File: src/rtl/pc_next_unit.sv
// Program-counter stage for the single-cycle MIPS datapath: holds PC, forms
// PC+4 / branch / jump targets, sequences BOOT/RUN/HALT and counts taken branches.
module pc_next_unit #(
    parameter logic [31:0] RESET_PC = 32'h0000_0000,
    parameter int unsigned CNT_W    = 16
) (
    input  logic             clk,
    input  logic             reset,
    input  logic             en,
    input  logic             halt,
    input  logic             branch,
    input  logic             branch_ne,
    input  logic             zero,
    input  logic [31:0]      offset_sl2,
    input  logic             jump,
    input  logic [25:0]      jump_index,
    output logic [31:0]      pc,
    output logic [31:0]      pc_plus4,
    output logic [31:0]      branch_target,
    output logic             pc_valid,
    output logic             taken,
    output logic [CNT_W-1:0] branch_count,
    output logic             halted
);

    // Low bits are forced clear so a misaligned parameter cannot break alignment.
    localparam logic [31:0]      RESET_PC_ALIGNED = {RESET_PC[31:2], 2'b00};
    localparam logic [CNT_W-1:0] CNT_MAX          = {CNT_W{1'b1}};
    localparam logic [CNT_W-1:0] CNT_ONE          = {{(CNT_W-1){1'b0}}, 1'b1};

    typedef enum logic [1:0] {
        ST_BOOT = 2'b00,
        ST_RUN  = 2'b01,
        ST_HALT = 2'b10
    } state_t;

    state_t           r_state;
    state_t           w_state_nxt;
    logic [31:0]      r_pc;
    logic [31:0]      w_pc_nxt;
    logic             r_taken;
    logic             w_taken_nxt;
    logic [CNT_W-1:0] r_count;
    logic [CNT_W-1:0] w_count_nxt;
    logic             r_pc_valid;
    logic             w_pc_valid_nxt;
    logic             r_halted;
    logic             w_halted_nxt;

    logic [31:0]      w_pc_plus4;
    logic [31:0]      w_branch_target;
    logic [31:0]      w_jump_target;
    logic             w_br_taken;

    function automatic logic [31:0] jump_addr(input logic [31:0] seq_pc,
                                              input logic [25:0] index);
        jump_addr = {seq_pc[31:28], index, 2'b00};
    endfunction

    function automatic logic [CNT_W-1:0] sat_inc(input logic [CNT_W-1:0] value);
        if (value == CNT_MAX) begin
            sat_inc = value;
        end else begin
            sat_inc = value + CNT_ONE;
        end
    endfunction

    assign w_pc_plus4      = r_pc + 32'd4;
    assign w_branch_target = w_pc_plus4 + offset_sl2;
    assign w_jump_target   = jump_addr(w_pc_plus4, jump_index);
    assign w_br_taken      = branch & (zero ^ branch_ne);

    // Next-state, next-PC, taken pulse and counter update.
    always_comb begin
        w_state_nxt    = r_state;
        w_pc_nxt       = r_pc;
        w_taken_nxt    = 1'b0;
        w_count_nxt    = r_count;
        w_pc_valid_nxt = r_pc_valid;
        w_halted_nxt   = r_halted;
        case (r_state)
            ST_BOOT: begin
                w_state_nxt    = ST_RUN;
                w_pc_valid_nxt = 1'b1;
                w_halted_nxt   = 1'b0;
            end
            ST_RUN: begin
                if (halt) begin
                    w_state_nxt    = ST_HALT;
                    w_pc_valid_nxt = 1'b0;
                    w_halted_nxt   = 1'b1;
                end else if (en) begin
                    // Jump outranks a simultaneous branch and is not counted.
                    if (jump) begin
                        w_pc_nxt    = w_jump_target;
                        w_taken_nxt = 1'b1;
                    end else if (w_br_taken) begin
                        w_pc_nxt    = w_branch_target;
                        w_taken_nxt = 1'b1;
                        w_count_nxt = sat_inc(r_count);
                    end else begin
                        w_pc_nxt = w_pc_plus4;
                    end
                end else begin
                    w_pc_nxt = r_pc;
                end
            end
            ST_HALT: begin
                w_pc_valid_nxt = 1'b0;
                w_halted_nxt   = 1'b1;
            end
            default: begin
                w_state_nxt    = ST_BOOT;
                w_pc_nxt       = RESET_PC_ALIGNED;
                w_pc_valid_nxt = 1'b0;
                w_halted_nxt   = 1'b0;
            end
        endcase
    end

    // State and output registers with synchronous reset.
    always_ff @(posedge clk) begin
        if (reset) begin
            r_state    <= ST_BOOT;
            r_pc       <= RESET_PC_ALIGNED;
            r_taken    <= 1'b0;
            r_count    <= {CNT_W{1'b0}};
            r_pc_valid <= 1'b0;
            r_halted   <= 1'b0;
        end else begin
            r_state    <= w_state_nxt;
            r_pc       <= w_pc_nxt;
            r_taken    <= w_taken_nxt;
            r_count    <= w_count_nxt;
            r_pc_valid <= w_pc_valid_nxt;
            r_halted   <= w_halted_nxt;
        end
    end

    assign pc            = r_pc;
    assign pc_plus4      = w_pc_plus4;
    assign branch_target = w_branch_target;
    assign pc_valid      = r_pc_valid;
    assign taken         = r_taken;
    assign branch_count  = r_count;
    assign halted        = r_halted;

endmodule
File: config.mk
export PLATFORM = sky130hd
export DESIGN_NAME = pc_next_unit
export DESIGN_NICKNAME = d
export VERILOG_FILES = /design/src/rtl/pc_next_unit.sv
export SDC_FILE = /design/constraint.sdc
export NUM_CORES = 1
export LEC_CHECK = 0
export BUFFER_PORTS_ARGS = -buffer_cell sky130_fd_sc_hd__buf_4
export CAP_MARGIN = 20
export CORE_AREA = 5 5 111 113
export CTS_CLUSTER_DIAMETER = 50
export DETAILED_ROUTE_END_ITERATION = 6
export DIE_AREA = 0 0 116 118
export PLACE_DENSITY = 0.79
export SYNTH_ARGS = -nofsm -noshare
export SYNTH_HDL_FRONTEND = slang
export SYNTH_SLANG_ARGS = --single-unit
File: constraint.sdc
create_clock -name clk -period 3.43 [get_ports clk]
set_clock_uncertainty 0.05 [all_clocks]
set_input_delay 0.343 -clock clk [delete_from_list [all_inputs] [get_ports clk]]
set_output_delay 0.343 -clock clk [all_outputs]
set_load 0.02 [all_outputs]
==> results.tsv, run 1 <==
stage	metric	value	unit
outcome	run status	finished with violations	
outcome	violated checks	negative setup slack	
setup_path	r2r startpoint	pc[7]	
routing	TritonRoute pass-1 iters	6	
clocking	total CTS buffers	5	
timing	Max Slew Vio Count	0	
setup_path	Setup crit start	pc[7]	
floorplan	Die W	116	µm
logic_synthesis	Synth Flop Type	dfxtp_1	
power	P per Cell Area	209	nW/µm²
setup_path	R2R setup slack	-330	ps
placement	dpl hpwl	17.3	mm
clocking	clk buf depth	2	
setup_path	crit start category	flip-flop	
final_layout	most common cell after layout, fill and taps aside	buf_4	
logic_synthesis	FF+latch count, synth	53	
setup_path	largest fanout on the critical path	3	
logic_synthesis	async set or reset register ratio after synthesis	0	%
logic_synthesis	Mean Syn Cell Area	7.47	µm²
routing	routed len/inst	23.5	µm
clocking	TritonCTS clock tree	yes	
logic_synthesis	Post-synth EDFFs	0	
global_route	vias in the first global route	7152	
logic_synthesis	Warnings, synthesis	0	
global_route	Total Routing Usage GR	33.0	%
flow_run	maxcap violations	0	
timing	Slew @ Worst Pin	694	ps
timing	RSZ-0062 raised after global routing	yes	
routing	routed vias	7524	
logic_synthesis	cell taking the most area after synthesis	dfxtp_1	
floorplan	Die ar.	13700	µm²
setup_path	critical path type	flip-flop to output pin	
placement	Placed Instances	1130	
timing	final period utilization	119	%
logic_synthesis	synth unique cells	66	
clocking	clk_lat worst skew	320	ps
floorplan	io pins	181	
hold_path	Hold Startpoint	jump_index[14]	
setup_path	WP data required	3040	ps
timing	Highest Clock Rate	0.244	GHz
final_layout	Layout area overhead	88.1	%
global_route	largest net degree at the start of global routing	36	
placement	post-placement setup slack	-293	ps
timing	Setup TNS	-9420	ps
power	overall power	1.99	mW
clocking	CTS H-tree lvls	2	
clocking	Clock Tree Root	clkbuf_16	
final_layout	post-layout util	84.9	%
logic_synthesis	net count after synthesis	784	
timing	slew margin rel.	53.5	%
timing	Final Hold Viols	0	
global_route	initial antenna violation count	0	
timing	Period minus WS final	4090	ps
final_layout	Diodes inserted	0	
timing	setup ws final	-662	ps
routing	DR vias/cell	6.37	
floorplan	core area	11200	µm²
timing	final setup fails	30	
floorplan	row cnt	39	
routing	DRC	0	
power	maximum vdd drop	0.242	mV
logic_synthesis	Area contributors post-synth	dfxtp_1 21%, ha_1 9.6%, xnor2_1 6.4%, nand2_1 6.2%, a21oi_1 5.8%	
final_layout	non-filler instance count after layout	1182	
global_route	grt ovf	0	
logic_synthesis	Syn Inst Count	678	
final_layout	most frequent cells in the layout	353 x buf_4, 78 x nand2_1, 40 x dfxtp_1, 38 x nor2_1, 38 x a21oi_1	
setup_path	Crit path arrival time	3700	ps
logic_synthesis	post-synthesis sequential area ratio	21.0	%
routing	post-route ant nets	0	
floorplan	Die Y	118	µm
final_layout	share of cells above drive strength 1	54.7	%
hold_path	Hold Path Class	input pin to flip-flop	
clocking	CTS sink count	53	
floorplan	Initial Utilization	45.1	%
setup_path	crit path capture type	output pin	
clocking	Worst-path clk slew	80	ps
logic_synthesis	Cell Area, Synth	5060	µm²
global_route	first-pass GRT wire length	36.4	mm
routing	total wire length	27.7	mm
logic_synthesis	top-area cell type share of the netlist area	21.0	%
placement	GPL Wtd Cong	0.930	
final_layout	nets	1144	
power	P_leak	4.51	nW
routing	drt initial violations	815	
placement	IO Port Bufs	180	
-- sequential cells by signal (all words and copies together) (netlist names) --
register      count
pc_valid          1
r_state           2
pc               32
taken             1
branch_count     16
halted            1
-- power breakdown --
| part | total, mW | leakage [nW] | internal (mW) | switching, mW |
|---|---|---|---|---|
| logic | 0.796 | 4.00 | 0.351 | 0.445 |
| registers | 0.635 | 0.437 | 0.623 | 0.0118 |
| clock network | 0.557 | 0.0708 | 0.277 | 0.279 |
| total | 1.99 | 4.51 | 1.25 | 0.736 |
-- cell families after synthesis --
group / count (synthesis) / share of synthesized area [%]
DFF: 53 / 21.0
muxes: 11 / 2.17
and+or+nand+nor: 253 / 24.9
xor gates and xnor gates: 69 / 12.3
adders and majority gates: 40 / 10.0
buffers and inverters: 58 / 4.72
AOI/OAI and AO/OA: 194 / 25.0
-- metrics by stage --
| step | cell area [µm²] | hold slack [ps] |
|---|---|---|
| final | 9530 | 238 |
| after global routing | 9530 | 250 |
| after floorplan | 5470 | 421 |
| after detailed placement | 8050 | 447 |
| after global placement | 8050 | 432 |
| after CTS | 8830 | 238 |
-- path summary, 6_finish.rpt --
check	to	cells past startpoint
worst max-delay path	branch_target[29]	15
worst min-delay path	pc[16]	3
worst max register to register	pc[25]	17
worst min register to register	pc_valid	2
-- synthesized netlist by cell type, types with 4 or more instances --
master,number
a21oi_1,59
nor3_1,25
mux2i_1,11
nand2b_1,6
a21o_1,16
a31oi_1,7
o311a_1,4
a211oi_1,5
o21bai_1,4
dfxtp_1,53
or3_1,12
and3_1,11
nand2_1,83
clkbuf_1,26
and4_1,4
a22o_1,5
a22oi_1,7
o31ai_1,5
nand3_1,26
inv_1,22
o21ai_0,48
nand4_1,15
ha_1,39
nor2_1,45
buf_4,4
xnor2_1,37
xor2_1,31
o211ai_1,5
buf_2,5
a31o_2,4
-- routing by layer --
| layer | GRT usage (%) | wire, µm | vias up |
|---|---|---|---|
| met3 | 6.48 | 2920 | 211 |
| met2 | 56.3 | 12900 | 613 |
| met5 | 0 | 0 | - |
| li1 | - | - | 3169 |
| met1 | 40.4 | 9780 | 3531 |
| met4 | 12.3 | 2150 | 0 |
-- what timing repair did --
action | 4_1_cts | 5_1_grt
resized for setup | 84 | 96
buffers inserted | 23 | 23
hold buffers | 0 | 0
endpoints found under the setup margin | 28 | 34
pin swaps | 39 | 34
-- worst max-delay path, stage by stage, from the launching register on --
cell,delay [ps]
dfxtp_4,350
and4_4,280
nand2_4,80
buf_6,130
nor3_4,190
xor2_2,300
ha_1,330
a21o_1,220
a21oi_2,190
o21ai_1,120
a41oi_2,180
a21bo_2,280
a31o_4,240
a31oi_4,190
xnor2_2,140
buf_4,170
-- area by class of cell --
| class | count | area, µm² |
|---|---|---|
| fill | 595 | 1700 |
| clock buffer | 5 | 125 |
| clock inverter | 3 | 25.0 |
| inverter | 22 | 82.6 |
| multi-input combinational | 567 | 4930 |
| sequential | 53 | 1100 |
| timing repair buffer | 389 | 3080 |
| tap | 143 | 179 |
Power figures use the tool's default switching activity.
==> run 2: changes to the inputs <==
Settings changed: CORE_AREA 5 5 111 113 to 5 5 136 138, DIE_AREA 0 0 116 118 to 0 0 141 143, PLACE_DENSITY 0.79 to 0.56.
==> run 2 against run 1 <==
  * The flow still finishes with violations (negative setup slack)
  * Final cell count up 5.2%
  * Utilization down 31 points
  * Worst setup slack better by 240 ps
  * Maximum frequency up 6.3%
  * Total power down 3.6%
  * Design area down 3.8%
  * Non-clock buffer count down 20
  * Global-route usage down 11 points
  * Combinational power down 8.5%
  * Clock power down 0.9%
  * Count of clock-buffer cells in the layout unchanged
  * Sequential power about the same
  * Critical path type unchanged
==> results.tsv, run 2 (synthesis gave the netlist of run 1 again) <==
stage	metric	value	unit	change
clocking	clk buf depth	2		unchanged
final_layout	Diodes inserted	0		unchanged
setup_path	crit path capture type	output pin		
routing	drt initial violations	434		-47%
power	P per Cell Area	209	nW/µm²	+0.18%
routing	Max Used Layer	met4		
timing	Max Slew Vio Count	0		unchanged
timing	final period utilization	112	%	-7.0 points
clocking	CTS sink count	53		unchanged
clocking	Worst-path clk slew	80	ps	about the same
power	Seq pwr share	33.1	%	+1.2 points
hold_path	Hold Path Class	input pin to flip-flop		
global_route	first-pass GRT wire length	34.9	mm	-4.1%
global_route	vias in the first global route	6308		-12%
clocking	Clock Tree Root	clkbuf_16		
floorplan	row cnt	48		+23%
final_layout	Layout area overhead	81.0	%	
timing	Highest Clock Rate	0.260	GHz	+6.3%
timing	Slew @ Worst Pin	556	ps	-138 ps
clocking	CTS H-tree lvls	2		unchanged
placement	GPL Wtd Cong	0.894		-3.8%
floorplan	io pins	181		unchanged
timing	setup ws final	-421	ps	+241 ps
routing	post-route met1 wirelength	10.5	mm	+7.0%
timing	Period minus WS final	3850	ps	-241 ps
floorplan	Die W	141	µm	+22%
power	P_leak	4.34	nW	-3.9%
timing	slew margin rel.	62.9	%	+9.3 points
clocking	clk_lat worst skew	310	ps	about the same
final_layout	share of cells above drive strength 1	51.9	%	-2.8 points
global_route	initial antenna violation count	0		unchanged
placement	dpl hpwl	17.8	mm	+2.5%
placement	Placed Instances	1209		+7.0%
setup_path	WP data required	3040	ps	about the same
floorplan	Die ar.	20200	µm²	+47%
final_layout	area of the multi-input gates	4730	µm²	-4.1%
setup_path	critical path type	flip-flop to output pin		
power	clock share of power	28.8	%	+0.8 points
timing	final setup fails	18		-40%
power	Power Internal	1.23	mW	-1.5%
final_layout	Reg area	1100	µm²	-0.23%
final_layout	non-filler instance count after layout	1244		+5.2%
clocking	total CTS buffers	5		unchanged
placement	IO Port Bufs	180		unchanged
routing	DRC	0		unchanged
floorplan	Die Y	143	µm	+21%
setup_path	crit start category	flip-flop		
power	Psw	0.683	mW	-7.2%
final_layout	Filler Cell Count	1641		+180%
routing	post-route ant nets	0		unchanged
routing	TritonRoute pass-1 iters	5		-1
clocking	TritonCTS clock tree	yes		
power	Gate power share	38.0	%	-2.0 points
global_route	largest net degree at the start of global routing	36		unchanged
floorplan	core area	17100	µm²	+52%
outcome	violated checks	negative setup slack		
routing	routed len/inst	18.2	µm	-22%
final_layout	most frequent cells in the layout	356 x buf_4, 78 x nand2_1, 43 x a21oi_1, 40 x nor2_1, 40 x dfxtp_1		
final_layout	most common cell after layout, fill and taps aside	buf_4		
setup_path	Crit path arrival time	3460	ps	-240 ps
routing	routed vias	6434		-14%
final_layout	nets	1124		-1.7%
routing	WL met2	10.5	mm	-19%
flow_run	maxcap violations	0		unchanged
floorplan	Initial Utilization	29.7	%	-15 points
global_route	grt ovf	0		unchanged
routing	DR vias/cell	5.17		-19%
power	maximum vdd drop	0.210	mV	-13%
clocking	CTS Hold Buffers Added	0		unchanged
setup_path	R2R setup slack	10	ps	+340 ps
timing	Final Hold Viols	0		unchanged
global_route	Total Routing Usage GR	21.6	%	-11 points
final_layout	Largest register FFs	32		unchanged
timing	Setup TNS	-4970	ps	+4440 ps
timing	RSZ-0062 raised after global routing	yes		
routing	met3 wire length	1.40	mm	-52%
outcome	run status	finished with violations		
routing	total wire length	22.7	mm	-18%
power	Sw Share	35.7	%	-1.4 points
setup_path	largest fanout on the critical path	5		+2
==> run 2: path summary, 6_finish.rpt <==
| path | start | end | depth (start not counted) |
|---|---|---|---|
| hold / removal | jump_index[11] | pc[13] | 3 |
| hold reg to reg | r_state[0] | r_state[0] | 2 |
| setup reg to reg | pc[7] | pc[22] | 14 |
| setup / recovery | pc[7] | branch_target[24] | 15 |
==> run 2: layout make-up <==
cell class                      count  share of cell area (%)
Sequential cell                    53                    12.0
Multi-Input combinational cell    567                    51.6
Clock buffer                        5                    1.37
Inverter                           22                   0.901
Clock inverter                      3                   0.259
Tap cell                          225                    3.07
Timing Repair Buffer              369                    30.8
==> run 2: layer usage <==
layer,track usage (%),vias to the layer above
li1,-,3142
met1,30.5,3043
met2,35.5,233
met3,2.65,16
met4,4.95,0
met5,0,-
==> run 2: timing repair <==
| item | CTS | global route |
|---|---|---|
| endpoints found under the setup margin | 30 | 33 |
| buffers inserted | 17 | 14 |
| gates resized for setup | 60 | 65 |
| gates cloned | 0 | 0 |
| pin swaps | 47 | 32 |
==> run 2: metrics by stage <==
step | util, % | power [mW] | setup slack, ps | hold WS (ps) | instance area [µm²]
2_1_floorplan | - | 0.990 | -224 | 421 | 5470
3_3_place_gp | 47.7 | 1.30 | -246 | 441 | 8130
3_5_place_dp | 47.7 | 1.30 | -303 | 448 | 8130
4_1_cts | 51.0 | 1.89 | -411 | 225 | 8700
5_1_grt | 53.7 | 2.01 | -544 | 261 | 9160
6_report | 53.7 | 1.92 | -421 | 247 | 9160
==> run 2: critical path, stage by stage, from the launching register on <==
cell	delay, ps
dfxtp_4	350
and4_4	250
buf_6	110
and3_4	210
nand4_1	130
xnor2_2	260
ha_4	270
nand4_1	160
nor2_2	80
a211oi_4	380
a211oi_4	140
nor3_4	220
buf_6	170
o21ai_4	60
xnor2_2	200
buf_6	160
==> run 2: power groups by stage <==
stage	registers, mW	logic (mW)	clock network, mW
after floorplan	0.664	0.326	0
after global placement	0.649	0.653	0
after detailed placement	0.649	0.655	0
after CTS	0.635	0.684	0.571
after global routing	0.637	0.782	0.589
final	0.635	0.728	0.552
==> run 3: changes to the inputs <==
Settings changed: GPL_TIMING_DRIVEN set to 0, SKIP_LAST_GASP set to 1.
==> run 3 against run 2 <==
  * The flow still finishes with violations (negative setup slack)
  * Wire length up 1.4%
  * Utilization down 1.3 points
  * First-iteration DRC count up 7.4%
  * Final cell count down 4.8%
  * Combinational power down 3%
  * Critical path depth unchanged
  * Maximum frequency down 3.1%
  * Die area unchanged
  * Design area down 2.4%
  * Via count down 1.5%
  * Critical endpoint is now branch_target[30]
==> results.tsv, run 3 (synthesis gave the netlist of run 1 again) <==
stage	metric	value	unit	change
outcome	run status	finished with violations		
outcome	violated checks	negative setup slack		
routing	WL met2	10.6	mm	+1.4%
timing	Period minus WS final	3980	ps	+124 ps
power	P per Cell Area	211	nW/µm²	+0.91%
timing	Max Slew Vio Count	0		unchanged
timing	RSZ-0062 raised after global routing	yes		
power	Psw	0.678	mW	-0.79%
clocking	CTS sink count	53		unchanged
hold_path	Hold Crit Endpoint	pc[13]		
setup_path	Crit path arrival time	3580	ps	+120 ps
floorplan	Die ar.	20200	µm²	unchanged
power	clock share of power	28.6	%	-0.2 points
power	P_leak	4.01	nW	-7.5%
routing	total wire length	23.0	mm	+1.4%
routing	DRC	0		unchanged
power	Gate power share	37.6	%	-0.4 points
timing	final setup fails	31		+13
final_layout	Layout area overhead	76.6	%	
setup_path	R2R setup slack	-130	ps	-140 ps
floorplan	Die Y	143	µm	unchanged
clocking	Worst-path clk slew	80	ps	about the same
setup_path	largest fanout on the critical path	6		+1
clocking	TritonCTS clock tree	yes		
final_layout	most common cell after layout, fill and taps aside	buf_4		
hold_path	Hold Path Class	input pin to flip-flop		
power	Sw Share	35.9	%	+0.27 points
timing	Slew @ Worst Pin	751	ps	+195 ps
timing	Final Hold Viols	0		unchanged
clocking	clk buf depth	2		unchanged
final_layout	Diodes inserted	0		unchanged
floorplan	Die W	141	µm	unchanged
setup_path	r2r worst-path depth	19		+5
clocking	total CTS buffers	5		unchanged
setup_path	Setup crit start	pc[4]		
routing	TritonRoute pass-1 iters	5		unchanged
setup_path	max incr delay on CP	350	ps	-30 ps
floorplan	io pins	181		unchanged
global_route	first-pass GRT wire length	34.0	mm	-2.3%
clocking	CTS Hold Buffers Added	0		unchanged
setup_path	critical path type	flip-flop to output pin		
setup_path	CP Cell Sequence	and4_1 -> buf_6 -> and3_4 -> nand4_1 -> xnor2_2 -> ha_4 -> nand4_1 -> a21oi_2 -> a211oi_4 -> buf_6 -> a211oi_4 -> nor3_4 -> o31ai_2 -> xor2_1 -> buf_4		
floorplan	Initial Utilization	29.7	%	unchanged
setup_path	crit start category	flip-flop		
floorplan	core area	17100	µm²	unchanged
final_layout	Largest register FFs	32		unchanged
setup_path	crit path capture type	output pin		
power	Seq pwr share	33.9	%	+0.8 points
placement	IO Port Bufs	178		-1.1%
setup_path	r2r startpoint	pc[4]		
power	Power Internal	1.21	mW	-2.0%
timing	setup ws final	-545	ps	-124 ps
routing	Max Used Layer	met4		
global_route	vias in the first global route	6069		-3.8%
hold_path	Min-Delay Path Depth	3		unchanged
clocking	CTS H-tree lvls	2		unchanged
routing	post-route met1 wirelength	10.4	mm	-0.42%
timing	final period utilization	116	%	+3.6 points
routing	post-route ant nets	0		unchanged
power	overall power	1.89	mW	-1.5%
global_route	initial antenna violation count	0		unchanged
global_route	grt ovf	0		unchanged
timing	Setup TNS	-7530	ps	-2560 ps
clocking	clk_lat worst skew	300	ps	about the same
timing	slew margin rel.	49.9	%	-13 points
floorplan	row cnt	48		unchanged
global_route	largest net degree at the start of global routing	19		-47%
routing	routed len/inst	19.4	µm	+6.5%
global_route	Total Routing Usage GR	21.3	%	-0.38 points
setup_path	r2r endpoint	pc[20]		
placement	dpl hpwl	16.3	mm	-8.0%
routing	routed vias	6335		-1.5%
final_layout	nets	1064		-5.3%
setup_path	CP max-delay cell	dfxtp_4		
power	maximum vdd drop	0.184	mV	-12%
setup_path	WP data required	3040	ps	about the same
routing	DR vias/cell	5.35		+3.5%
timing	Highest Clock Rate	0.252	GHz	-3.1%
hold_path	Hold Startpoint	jump_index[11]		
final_layout	Filler Cell Count	1596		-2.7%
final_layout	share of cells above drive strength 1	48.7	%	-3.2 points
flow_run	maxcap violations	0		unchanged
routing	met3 wire length	1.51	mm	+8.0%
placement	GPL Wtd Cong	0.897		+0.34%
final_layout	most frequent cells in the layout	262 x buf_4, 76 x nand2_1, 44 x a21oi_1, 38 x nor2_1, 37 x dfxtp_1		
routing	drt initial violations	466		+7.4%
clocking	Clock Tree Root	clkbuf_16		
run 3: cell count changes in the layout (fill, tap and decap cells not counted), moves of 5 or more:
cell | previous run | this run
buf_4 | 356 | 262
buf_6 | 13 | 21
ha_4 | 10 | 18
clkbuf_1 | 0 | 16
a21oi_2 | 12 | 7
ha_1 | 27 | 19
run 3: power by group through the flow:
stage | clock network, mW | logic [mW] | registers, mW
6_report | 0.539 | 0.709 | 0.639
5_1_grt | 0.572 | 0.758 | 0.641
4_1_cts | 0.547 | 0.657 | 0.639
3_5_place_dp | 0 | 0.572 | 0.656
3_3_place_gp | 0 | 0.572 | 0.656
2_1_floorplan | 0 | 0.326 | 0.664
run 3: cell type report:
| cell class | count | area (µm²) | area share, % |
|---|---|---|---|
| Clock inverter | 3 | 25.0 | 0.280 |
| Tap cell | 225 | 282 | 3.15 |
| Sequential cell | 53 | 1110 | 12.4 |
| Multi-Input combinational cell | 567 | 4960 | 55.5 |
| Timing Repair Buffer | 281 | 2210 | 24.7 |
| Buffer | 28 | 148 | 1.65 |
| Clock buffer | 5 | 125 | 1.40 |
| Inverter | 22 | 82.6 | 0.924 |
run 3: through the flow:
step	setup slack [ps]	instances	hold WS, ps	util (%)	cell area (µm²)
after floorplan	-224	678	421	-	5470
after detailed placement	-685	1081	433	41.5	7090
final	-545	1184	243	52.4	8940
after CTS	-505	1159	240	49.1	8380
after global placement	-707	1081	428	41.5	7090
after global routing	-633	1184	248	52.4	8940
run 3: layer usage:
metal / GRT usage, % / vias up
met5: 0 / -
met1: 29.2 / 3050
met2: 35.2 / 230
li1: - / 3028
met3: 3.62 / 27
met4: 4.79 / 0
run 3: how the worst max path moves through the flow:
stage	endpoint	slack (ps)	cells past startpoint
after global routing	branch_target[30]	-630	16
after detailed placement	branch_target[30]	-680	14
after CTS	branch_target[30]	-500	16
final	branch_target[30]	-550	15
after floorplan	branch_target[29]	-220	14
after global placement	branch_target[24]	-710	14
run 3: worst max-delay path: cells and delay by family (launching register included):
| kind | cells | cell delay (ps) |
|---|---|---|
| compound gates | 4 | 790 |
| xor+xnor | 2 | 470 |
| fa+ha+maj | 1 | 340 |
| buf+inv | 3 | 470 |
| flops | 1 | 350 |
| simple gates | 5 | 850 |
run 3: repair_timing:
action                     in CTS  in global routing
pin swaps                      49                 42
gates resized for setup       102                 76
cloned                          0                  0
buffers inserted               79                 39
setup endpoints to repair      39                 34
